<file path="src/rtl/bcd_scan_pkg.sv">
// rtl/bcd_scan_pkg.sv - shared segment constants and BCD-to-7-segment decode for bcd_scan_ctrl
package bcd_scan_pkg;

    localparam logic [6:0] SEG_BLANK = 7'b0000000;

    // Segment order {a,b,c,d,e,f,g}, active-high, common-cathode.
    localparam logic [6:0] SEG_LUT [0:9] = '{
        7'b1111110, 7'b0110000, 7'b1101101, 7'b1111001, 7'b0110011,
        7'b1011011, 7'b1011111, 7'b1110000, 7'b1111111, 7'b1111011
    };

    function automatic logic [6:0] seg_decode(input logic [3:0] i_val);
        if (i_val > 4'd9) begin
            return SEG_BLANK;
        end
        return SEG_LUT[i_val];
    endfunction

endpackage

</file>
<file path="src/rtl/bcd_scan_ctrl_scan_timer.sv">
// rtl/bcd_scan_ctrl_scan_timer.sv - slot prescaler and digit index for the display scan
module scan_timer #(
    parameter int NUM_DIGITS = 4,
    parameter int PRESCALE   = 1000,
    parameter int CNT_W      = $clog2(PRESCALE),
    parameter int IDX_W      = ($clog2(NUM_DIGITS) < 1) ? 1 : $clog2(NUM_DIGITS)
) (
    input  logic             clk,
    input  logic             rst,
    input  logic             en,
    output logic [CNT_W-1:0] cnt,
    output logic [IDX_W-1:0] idx,
    output logic             slot_end,
    output logic             frame_end
);

    logic [CNT_W-1:0] r_cnt;
    logic [IDX_W-1:0] r_idx;
    logic             w_last_idx;

    assign w_last_idx = (r_idx == IDX_W'(NUM_DIGITS - 1));
    assign slot_end   = en && (r_cnt == CNT_W'(PRESCALE - 1));
    assign frame_end  = slot_end && w_last_idx;
    assign cnt        = r_cnt;
    assign idx        = r_idx;

    // Both counters simply hold while en is low, so scanning resumes mid-slot.
    always_ff @(posedge clk or posedge rst) begin
        if (rst) begin
            r_cnt <= '0;
            r_idx <= '0;
        end else if (slot_end) begin
            r_cnt <= '0;
            r_idx <= w_last_idx ? '0 : r_idx + 1'b1;
        end else if (en) begin
            r_cnt <= r_cnt + 1'b1;
        end
    end

endmodule

</file>
<file path="src/rtl/bcd_scan_ctrl.sv">
// rtl/bcd_scan_ctrl.sv - multiplexed 7-segment scan controller with frame-aligned value commit
// Optional leading-zero blanking when BCD_SCAN_LZB_EN is defined.
module bcd_scan_ctrl
    import bcd_scan_pkg::*;
#(
    parameter int NUM_DIGITS   = 4,
    parameter int PRESCALE     = 1000,
    parameter int BLANK_CYCLES = 2
) (
    input  logic                    clk,
    input  logic                    rst,
    input  logic                    en,
    input  logic [4*NUM_DIGITS-1:0] bcd_in,
    input  logic                    load,
    output logic                    pending,
    output logic [6:0]              seg,
    output logic [NUM_DIGITS-1:0]   dig_en,
    output logic                    frame_tick
);

    localparam int CNT_W = $clog2(PRESCALE);
    localparam int IDX_W = ($clog2(NUM_DIGITS) < 1) ? 1 : $clog2(NUM_DIGITS);

    logic [CNT_W-1:0]        w_cnt;
    logic [IDX_W-1:0]        w_idx;
    logic                    w_slot_end;
    logic                    w_frame_end;
    logic                    w_boundary;
    logic                    w_in_blank;
    logic [3:0]              w_digit;
    logic [6:0]              w_digit_seg;
    logic [NUM_DIGITS-1:0]   w_onehot;

    logic [4*NUM_DIGITS-1:0] r_disp;
    logic [4*NUM_DIGITS-1:0] r_pend_reg;
    logic                    r_pending;
    logic [6:0]              r_seg;
    logic [NUM_DIGITS-1:0]   r_dig_en;
    logic                    r_frame_tick;

    scan_timer #(
        .NUM_DIGITS (NUM_DIGITS),
        .PRESCALE   (PRESCALE),
        .CNT_W      (CNT_W),
        .IDX_W      (IDX_W)
    ) u_scan_timer (
        .clk       (clk),
        .rst       (rst),
        .en        (en),
        .cnt       (w_cnt),
        .idx       (w_idx),
        .slot_end  (w_slot_end),
        .frame_end (w_frame_end)
    );

    assign w_boundary = w_slot_end && w_frame_end;
    assign w_in_blank = (w_cnt < CNT_W'(BLANK_CYCLES));
    assign w_digit    = r_disp[{w_idx, 2'b00} +: 4];
    assign w_onehot   = NUM_DIGITS'(1) << w_idx;

`ifdef BCD_SCAN_LZB_EN
    logic [NUM_DIGITS-1:0] w_lead_zero;
    logic                  w_zero_run;

    // w_lead_zero[k] is set when digit k and every digit above it are zero.
    always_comb begin
        w_lead_zero = '0;
        w_zero_run  = 1'b1;
        for (int k = NUM_DIGITS - 1; k >= 0; k--) begin
            w_zero_run     = w_zero_run && (r_disp[4*k +: 4] == 4'd0);
            w_lead_zero[k] = w_zero_run;
        end
    end

    assign w_digit_seg = ((w_idx != '0) && w_lead_zero[w_idx]) ? SEG_BLANK : seg_decode(w_digit);
`else
    assign w_digit_seg = seg_decode(w_digit);
`endif

    // A load landing on the boundary wins the pending flag; the older value still commits.
    always_ff @(posedge clk or posedge rst) begin
        if (rst) begin
            r_disp       <= '0;
            r_pend_reg   <= '0;
            r_pending    <= 1'b0;
            r_frame_tick <= 1'b0;
        end else begin
            r_frame_tick <= w_boundary;
            if (w_boundary && r_pending) begin
                r_disp <= r_pend_reg;
            end
            if (load) begin
                r_pend_reg <= bcd_in;
                r_pending  <= 1'b1;
            end else if (w_boundary) begin
                r_pending  <= 1'b0;
            end
        end
    end

    always_ff @(posedge clk or posedge rst) begin
        if (rst) begin
            r_seg    <= SEG_BLANK;
            r_dig_en <= '0;
        end else if (!en || w_in_blank) begin
            r_seg    <= SEG_BLANK;
            r_dig_en <= '0;
        end else begin
            r_seg    <= w_digit_seg;
            r_dig_en <= w_onehot;
        end
    end

    assign pending    = r_pending;
    assign seg        = r_seg;
    assign dig_en     = r_dig_en;
    assign frame_tick = r_frame_tick;

endmodule

</file>
<file path="config.mk">
export PLATFORM = sky130hd
export DESIGN_NAME = bcd_scan_ctrl
export DESIGN_NICKNAME = d
export VERILOG_FILES = /design/src/rtl/bcd_scan_pkg.sv /design/src/rtl/bcd_scan_ctrl_scan_timer.sv /design/src/rtl/bcd_scan_ctrl.sv
export SDC_FILE = /design/constraint.sdc
export NUM_CORES = 1
export LEC_CHECK = 0
export CAP_MARGIN = 0
export CORE_ASPECT_RATIO = 0.9
export CORE_MARGIN = 1
export CORE_UTILIZATION = 54
export CTS_CLUSTER_DIAMETER = 150
export DETAILED_ROUTE_END_ITERATION = 10
export GPL_ROUTABILITY_DRIVEN = 0
export HOLD_SLACK_MARGIN = 0.02
export PLACE_DENSITY = 0.87
export SYNTH_ARGS = -nofsm -noshare
export SYNTH_HDL_FRONTEND = slang
export SYNTH_HIERARCHICAL = 1
export SYNTH_SLANG_ARGS = --single-unit
export TNS_END_PERCENT = 30
</file>
<file path="constraint.sdc">
create_clock -name clk -period 2.9 [get_ports clk]
set_input_delay 0.58 -clock clk [delete_from_list [all_inputs] [get_ports clk]]
set_output_delay 0.58 -clock clk [all_outputs]
set_load 0.005 [all_outputs]
</file>
# ---- Word-level counts from Yosys, hierarchy flattened
# Memories as Yosys holds them, arrays and structs flattened.
# Index checks and enable logic that the tools add are counted.
dict set report classes {
  n_addsub 2
  n_lt_le_gt_ge 3
  eq_ne 2
  shift 2
  mux 12
  bitwise 1
  n_reduce_logical 8
}
# op n
set ops {}
lappend ops {{$mux 7} 5}
lappend ops {{$mux 10} 2}
lappend ops {{$shiftx 16x5->4} 1}
lappend ops {{$add 10x1->10 const B} 1}
lappend ops {{$eq 10x10->1 const B} 1}
lappend ops {{$lt 10x2->1 const B} 1}
lappend ops {{$ge 5x5->1 const B} 1}
lappend ops {{$not 4->5} 1}
lappend ops {{$gt 4x4->1 const B} 1}
lappend ops {{$logic_and 1x1->1} 4}
lappend ops {{$mux 4} 1}
lappend ops {{$reduce_bool 2->1} 2}
lappend ops {{$shl 1x2->4 const A} 1}
lappend ops {{$mux 1} 3}
lappend ops {{$add 2x1->2 const B} 1}
lappend ops {{$eq 2x2->1 const B} 1}
lappend ops {{$mux 2} 1}
lappend ops {{$logic_not 1->1} 1}
lappend ops {{$logic_or 1x1->1} 1}
dict set report word_totals {
  ff_bits 57
  romBits 112
  inputBits 20
  mem_count 1
}
# name words width read_ports rd_clocked_by_memory_dff wr line_no
set memory_table {}
lappend memory_table {{(name not given)} 16 7 1 0 0 bcd_scan_pkg.sv:16} ;# return SEG_LUT[i_val];

# ---- Logic depth before layout (Yosys ltp)
# Gate-level depths: netlist of the first run.
dict set report depth {
  depth_word 7
  mapped_depth 9
  mapped_depth_nobuf 8
}

# ---- By module
# Netlist of the first run, hierarchy kept.
# mod n_inst cells_per_inst area_each_um2
set by_module_without_submodules {}
lappend by_module_without_submodules {bcd_scan_ctrl 1 133 1926.8}
lappend by_module_without_submodules {scan_timer 1 59 629.4}

# ---- Worst setup path after synthesis of the first run
# OpenSTA, ideal clock, no wires.
dict set report synth_timing {
  path_kind {register -> register}
  start {reg u_scan_timer.r_cnt[1] (netlist: u_scan_timer/cnt[1])}
  end {reg r_disp[10]}
  t_arrival_ps 2125
  t_required_ps 2775
  path_slack_ps 651
  stages_incl_launch_ff 10
  period_less_slack_ps 2249
  cell_sequence {dfrtp_1 > ha_1 > nand3_4 > nor4_4 > and2_1 > nand2_1 > inv_1 > nand2_1 > buf_2 > mux2_2}
}
dict set report synth_via {
  elab_chain_len 5
}
# element line_no
set synth_lines {}
lappend synth_lines {{from (decl)} bcd_scan_ctrl_scan_timer.sv:17} ;# logic [CNT_W-1:0] r_cnt;
lappend synth_lines {{from (signal assigned)} bcd_scan_ctrl_scan_timer.sv:36} ;# r_cnt <= r_cnt + 1'b1;
lappend synth_lines {{$eq 10x10->1} bcd_scan_ctrl_scan_timer.sv:22} ;# assign slot_end = en && (r_cnt == CNT_W'(PRESCALE - 1));
lappend synth_lines {{$logic_and 1x1->1} bcd_scan_ctrl_scan_timer.sv:22}
lappend synth_lines {{via w_slot_end} bcd_scan_ctrl.sv:26} ;# logic w_slot_end;
lappend synth_lines {{$logic_and 1x1->1} bcd_scan_ctrl_scan_timer.sv:23} ;# assign frame_end = slot_end && w_last_idx;
lappend synth_lines {{via w_frame_end} bcd_scan_ctrl.sv:27} ;# logic w_frame_end;
lappend synth_lines {{$logic_and 1x1->1} bcd_scan_ctrl.sv:56} ;# assign w_boundary = w_slot_end && w_frame_end;
lappend synth_lines {{via w_boundary} bcd_scan_ctrl.sv:28} ;# logic w_boundary;
lappend synth_lines {{$logic_and 1x1->1} bcd_scan_ctrl.sv:89} ;# if (w_boundary && r_pending) begin
lappend synth_lines {{to (signal assigned)} bcd_scan_ctrl.sv:90} ;# r_disp <= r_pend_reg;
lappend synth_lines {{to (decl)} bcd_scan_ctrl.sv:34} ;# logic [4*NUM_DIGITS-1:0] r_disp;
# The timed path passes the listed nets, and every way through them passes these cells.
# A chain may end at the register's enable or synchronous reset.

# ---- Final worst setup path of the first run
dict set report layout_timing {
  start {in en}
  end {reg r_disp[12]}
}
dict set report layout_via {
  elab_chain_len 4
}
# element line_no
set layout_lines {}
lappend layout_lines {{from (decl)} bcd_scan_ctrl.sv:12} ;# input logic en,
lappend layout_lines {{$logic_and 1x1->1 (*)} bcd_scan_ctrl_scan_timer.sv:22}
lappend layout_lines {{via w_slot_end} bcd_scan_ctrl.sv:26}
lappend layout_lines {{$logic_and 1x1->1} bcd_scan_ctrl_scan_timer.sv:23}
lappend layout_lines {{$logic_and 1x1->1 (*)} bcd_scan_ctrl.sv:56}
lappend layout_lines {{via w_boundary} bcd_scan_ctrl.sv:28}
lappend layout_lines {{$logic_and 1x1->1 (*)} bcd_scan_ctrl.sv:89}
# Mark *: on every way through the listed nets, which the timed path passes. The rest lies on a longest branch.

==> results of run 1 <==
==> layer usage <==
metal / share of wire (%) / track usage (%) / routed length [um] / vias up
li1: - / - / - / 774
met2: 48 / 30.86 / 2202 / 60
met3: 5.5 / 7.164 / 251 / 10
met5: 0 / 0 / 0 / -
met4: 1.7 / 10.38 / 78 / 0
met1: 45 / 28.70 / 2045 / 808
==> critical path: cells and delay by family <==
family,cells,cell delay (ns)
muxes,1,0.29
and+or+nand+nor,4,0.55
buffers and inverters,4,1.01
==> metrics by stage <==
stage	instances	hold slack (ns)	total power, W	utilization (%)	cell area [um^2]
after floorplan	192	0.4447	0.001052	-	2556
after CTS	303	0.5081	0.001854	70.21	3152
after global routing	303	0.5218	0.001925	70.21	3152
final	303	0.5058	0.001845	70.21	3152
after global placement	287	0.4825	0.001125	66.00	2963
after detailed placement	287	0.4944	0.001141	66.00	2963
==> area by class of cell <==
type                    instances  area (um^2)
flip-flops and latches         57         1426
fillers                       326         1338
multi-input cells             119         1052
repair buffers                 38        365.4
clock buffers                  13        148.9
well taps                      62        77.57
inverters                      11        41.29
clock inverters                 3        40.04
==> cells in the mapped netlist, types with 2 or more instances <==
cell type and count:
mux2i_1 3, buf_2 2, nand3_1 2, or4_1 2
mux4_2 3, mux2_2 33, o21ai_0 4, inv_1 11
or3_1 2, nor2_1 11, nand2_1 10, a31oi_1 2
nand4_1 3, and3_1 2, buf_6 2, dfrtp_1 57
mux2_4 2, a21oi_1 8, ha_1 7, xnor2_1 3
==> power breakdown <==
part | switching [W] | leakage [nW] | internal (W)
Sequential | 0.0000762 | 0.722 | 0.000858
Clock | 0.000294 | 0.0974 | 0.000418
Combinational | 0.0000993 | 0.595 | 0.0000998
Total | 0.000470 | 1.41 | 0.00138
==> worst max-delay path by stage <==
stage / end / start / slack (ns) / cells after the start
finish: r_disp[12]$_DFFE_PP0P_ / en / 0.69 / 9
global route: seg[2]$_DFF_PP0_ / u_scan_timer/idx[1]$_DFFE_PP0P_ / 0.51 / 7
CTS: seg[2]$_DFF_PP0_ / u_scan_timer/idx[0]$_DFFE_PP0P_ / 0.70 / 7
detailed placement: r_disp[1]$_DFFE_PP0P_ / en / 0.35 / 9
global placement: r_disp[1]$_DFFE_PP0P_ / en / 0.40 / 9
floorplan: r_disp[10]$_DFFE_PP0P_ / u_scan_timer/cnt[1]$_DFFE_PP0P_ / 0.65 / 9
==> kinds of logic (layout without fill, tap and decap cells) <==
family                     count (synthesis)  count (layout)  share of synthesized area, %
AOI/OAI and AO/OA                         23              23                         5.874
xor gates and xnor gates                   3               3                         1.028
adders and majority gates                  7               7                         3.426
buffers and inverters                     16              65                         3.035
DFF                                       57              57                         55.80
muxes                                     43              43                         21.00
and+or+nand+nor                           43              43                         9.839
==> summary.txt, run 1 <==
Status = complete, no violations
Global Route Usage Sum = 21.26%
Slowest stage cell, crit path = clkdlybuf4s50_1
Hold_buf cts = 0
Critical path class = in2reg
TritonCTS clock tree = yes
DR iter-0 viols = 137
Worst Hold Depth = 1
Full die area = 5013 um^2
Fmax achieved = 451.9 MHz
Worst Setup Start Kind = input pin
Reg-to-reg endpoint = seg[2]$_DFF_PP0_
Vias = 1652
Clock root buffer = clkbuf_8
Post-synthesis sequential area ratio = 55.80%
Worst slew margin = 49.46%
Final period util = 76.30%
Final Max Tran Viols = 0
Hold path start = r_disp[13]$_DFFE_PP0P_
Setup TNS = 0 ns
First-pass GRT wire length = 7603 um
H-tree depth = 3
Synth cell types = 43
Post-cts resize count = 0
R2r worst-path depth = 7
Drt wl/cell = 15.11 um
Post-place setup slack = 0.3460 ns
Fin crit period = 2.213 ns
DRC = 0
Initial antenna violation count = 0
R2R setup slack = 0.73 ns
CP required = 3.11 ns
#FFs+latches synth = 57
Cts bufs inserted = 9
Drt pass-1 iters = 4
Asr flop ratio synth = 100.0%
Synthesized Nets = 219
VDD IR max = 0.0004133 V
Most used DFF post-synth = dfrtp_1
Avg Vias per Cell = 5.452
IO Port Bufs = 32
Min-Delay Endpoint = r_disp[13]$_DFFE_PP0P_
Chip width = 74.53 um
Die H = 67.27 um
Sink Count = 57
Vias in the first global route = 1589
CP Capture Type = register
DRT antenna net count = 0
Fraction of layout cells with a size suffix above 1 = 25.31%
Number of synthesized flops with an enable pin = 0
Worst Clk Skew = 0.01102 ns
Final HPWL DP = 3247 um
Starting density of the core = 56.94%
Ant diodes = 0
Setup slack after layout = 0.6872 ns
Post-Syn Instances = 192
Row count = 23
GR Overflow Total = 0
Final-report hold violation count = 0
Top post-synthesis cells by area = dfrtp_1 (56%), mux2_2 (15%), ha_1 (3.4%)
Critical Path AT = 2.43 ns
Synth area leader = dfrtp_1
Max Buffers Root-to-Sink = 2
Post-Syn Area = 2556 um^2
Most frequent cells in the layout = dfrtp_1 (57), mux2_2 (33), clkdlybuf4s50_1 (32), nor2_1 (11)
Slowest stage delay, CP = 0.52 ns
Routed wire length = 4578 um
Most common cell after layout, fill and taps aside = dfrtp_1
Hold Crit Class = reg2reg
Clock Latency Late Sink = 0.33 ns
Number of max-cap violations = 0
Pleak = 1.414 nW
Unrepaired setup endpoints after global routing = no
CP Max Fanout = 16
Clock-pin slew on the worst setup and hold paths = 0.07 ns
Core Area = 4489 um^2
Pin count of the biggest net entering global routing = 46
Share of Yosys cell area claimed by the top area cell type = 55.80%
Reg2reg start = u_scan_timer/idx[1]$_DFFE_PP0P_
I/O Pins = 33
Mapped Avg Cell Area = 13.31 um^2
Actual slew at the worst max-slew pin = 0.7557 ns
Cell Chain, Critical Path = clkdlybuf4s50_1 -> nand3_4 -> nor4_4 -> buf_4 -> nand2_1 -> inv_1 -> nand2_1 -> buf_4 -> mux2_2
# setup viols final = 0
Area Overhead vs Synth = 23.30%
Power Density = 585.5 nW/um^2
YS warnings = 6
Final net count = 263
Post-CTS Setup Repair Bufs = 0
Power figures use the tool's default switching activity.
==> run 2: changes to the inputs <==
- CORE_UTILIZATION: 54 -> 49
- PLACE_DENSITY: 0.87 -> 0.84
- clock period: 2.9 -> 1.95 ns (I/O delays scaled with it)
==> run 2 against run 1 <==
Effect of this change: non-clock buffer count is 19 higher; clock skew fell by 0.0080 ns; global-route usage decreased by 1.8 points; register-to-register slack worse by 0.66 ns; first-iteration DRC count up 17%.
==> summary.txt, run 2 (synthesized netlist as in run 1, its figures left out) <==
Critical path class = reg2reg
Status = complete, no violations
Area Overhead vs Synth = 33.97%
Hold_buf cts = 0
Power Density = 873.9 nW/um^2
Setup slack after layout = 0.06825 ns
Layout fillers = 348
Slowest stage cell, crit path = dfrtp_1
Worst Clk Skew = 0.002985 ns
Full die area = 5510 um^2
Number of max-cap violations = 0
Critical Path AT = 2.11 ns
Worst Setup Start Kind = register
R2R setup slack = 0.07 ns
Row count = 24
Most common cell after layout, fill and taps aside = dfrtp_1
Hold Crit Class = in2async
Final period util = 96.50%
CP Capture Type = register
Clock-pin slew on the worst setup and hold paths = 0.06 ns
Non-filler instance count after layout = 325
Fraction of layout cells with a size suffix above 1 = 36.92%
CP Max Fanout = 16
Crit. Startpoint = u_scan_timer/cnt[7]$_DFFE_PP0P_
Post-Place Cells = 306
Final Max Tran Viols = 0
Core Area = 4925 um^2
Final net count = 282
Worst slew margin = 66.08%
Vias in the first global route = 1642
Pleak = 1.530 nW
Final-report hold violation count = 0
R2r worst-path depth = 7
Cell Chain, Critical Path = nand4_1 -> nor4_4 -> and2_1 -> nand2_1 -> inv_2 -> nand2_8 -> mux2_2
Cts bufs inserted = 9
GR Overflow Total = 0
Pin count of the biggest net entering global routing = 46
Ant diodes = 0
Drt pass-1 iters = 4
DR iter-0 viols = 160
Fin crit period = 1.882 ns
DRC = 0
Final HPWL DP = 3184 um
VDD IR max = 0.0005971 V
Global Route Usage Sum = 19.43%
Drt wl/cell = 14.99 um
Sink Count = 57
Total chip power = 0.002993 W
Most frequent cells in the layout = dfrtp_1 (54), mux2_2 (33), clkdlybuf4s50_1 (32), buf_4 (22)
Chip width = 78.14 um
Fmax achieved = 531.4 MHz
Unrepaired setup endpoints after global routing = yes
H-tree depth = 3
Slowest stage delay, CP = 0.42 ns
Clock Latency Late Sink = 0.34 ns
Post-place setup slack = -0.3111 ns
DRT antenna net count = 0
Vias = 1744
Reg-to-reg endpoint = r_disp[12]$_DFFE_PP0P_
I/O Pins = 33
TritonCTS clock tree = yes
Reg2reg start = u_scan_timer/cnt[7]$_DFFE_PP0P_
Die H = 70.52 um
Routed wire length = 4871 um
# setup viols final = 0
Actual slew at the worst max-slew pin = 0.5082 ns
IO Port Bufs = 32
Initial antenna violation count = 0
CP required = 2.18 ns
Clock root buffer = clkbuf_8
Starting density of the core = 51.91%
Avg Vias per Cell = 5.366
Max Buffers Root-to-Sink = 2
First-pass GRT wire length = 7831 um
## run 2: changes by cell type in the layout (fill, tap and decap cells not counted), sizes merged
cell | previous run | this run
buf | 6 | 25
bufinv | 1 | 2
clkbuf | 13 | 11
clkinvlp | 0 | 1
## run 2: per-layer routing
metal  wire [um]  part of all wire (%)  GRT usage, %
met1        2088                    43         24.50
met3         289                   5.9         5.229
met2        2371                    49         29.53
met5           0                     0             0
met4         121                   2.5         12.96
## run 2: worst max-delay path: cells and delay by family, from the launching register on
family | cells | cell delay, ns
buffers and inverters | 1 | 0.11
DFF | 1 | 0.42
muxes | 1 | 0.30
and+or+nand+nor | 5 | 0.94
## run 2: where the power goes
group          switching, W  internal [W]  total, W
clock              0.000467      0.000784   0.00125
combinational      0.000184      0.000202  0.000386
sequential        0.0000781       0.00128   0.00136
## run 2: final cells by class
| class | instances | area (um^2) | area share, % |
|---|---|---|---|
| sequential | 57 | 1430 | 41.76 |
| multi-input combinational | 119 | 1112 | 32.48 |
| timing repair buffer | 57 | 528.0 | 15.42 |
| clock buffer | 11 | 151.4 | 4.421 |
| tap | 65 | 81.33 | 2.375 |
| clock inverter | 5 | 77.57 | 2.265 |
| inverter | 11 | 43.79 | 1.279 |
## run 2: worst max path at each step
stage | end | slack, ns | depth (start not counted)
after CTS | r_disp[8]$_DFFE_PP0P_ | 0.01 | 8
after global placement | r_disp[8]$_DFFE_PP0P_ | -0.28 | 8
after detailed placement | r_disp[12]$_DFFE_PP0P_ | -0.31 | 8
after floorplan | r_disp[10]$_DFFE_PP0P_ | -0.15 | 9
final | r_disp[12]$_DFFE_PP0P_ | 0.07 | 7
after global routing | seg[2]$_DFF_PP0_ | -0.01 | 7
## run 2: repair_timing
item	in CTS	in global routing
pin swaps	1	7
gates resized for setup	6	11
setup buffers	1	2
endpoints found under the setup margin	7	23
## run 2: through the flow
stage	instance area [um^2]	setup TNS (ns)	hold slack, ns	util, %
finish	3425	0	0.4181	69.54
global route	3425	-0.01411	0.4626	69.54
CTS	3364	0	0.4097	68.32
detailed placement	3119	-5.011	0.4935	63.34
global placement	3119	-4.584	0.4847	63.34
floorplan	2582	-1.998	0.2547	-
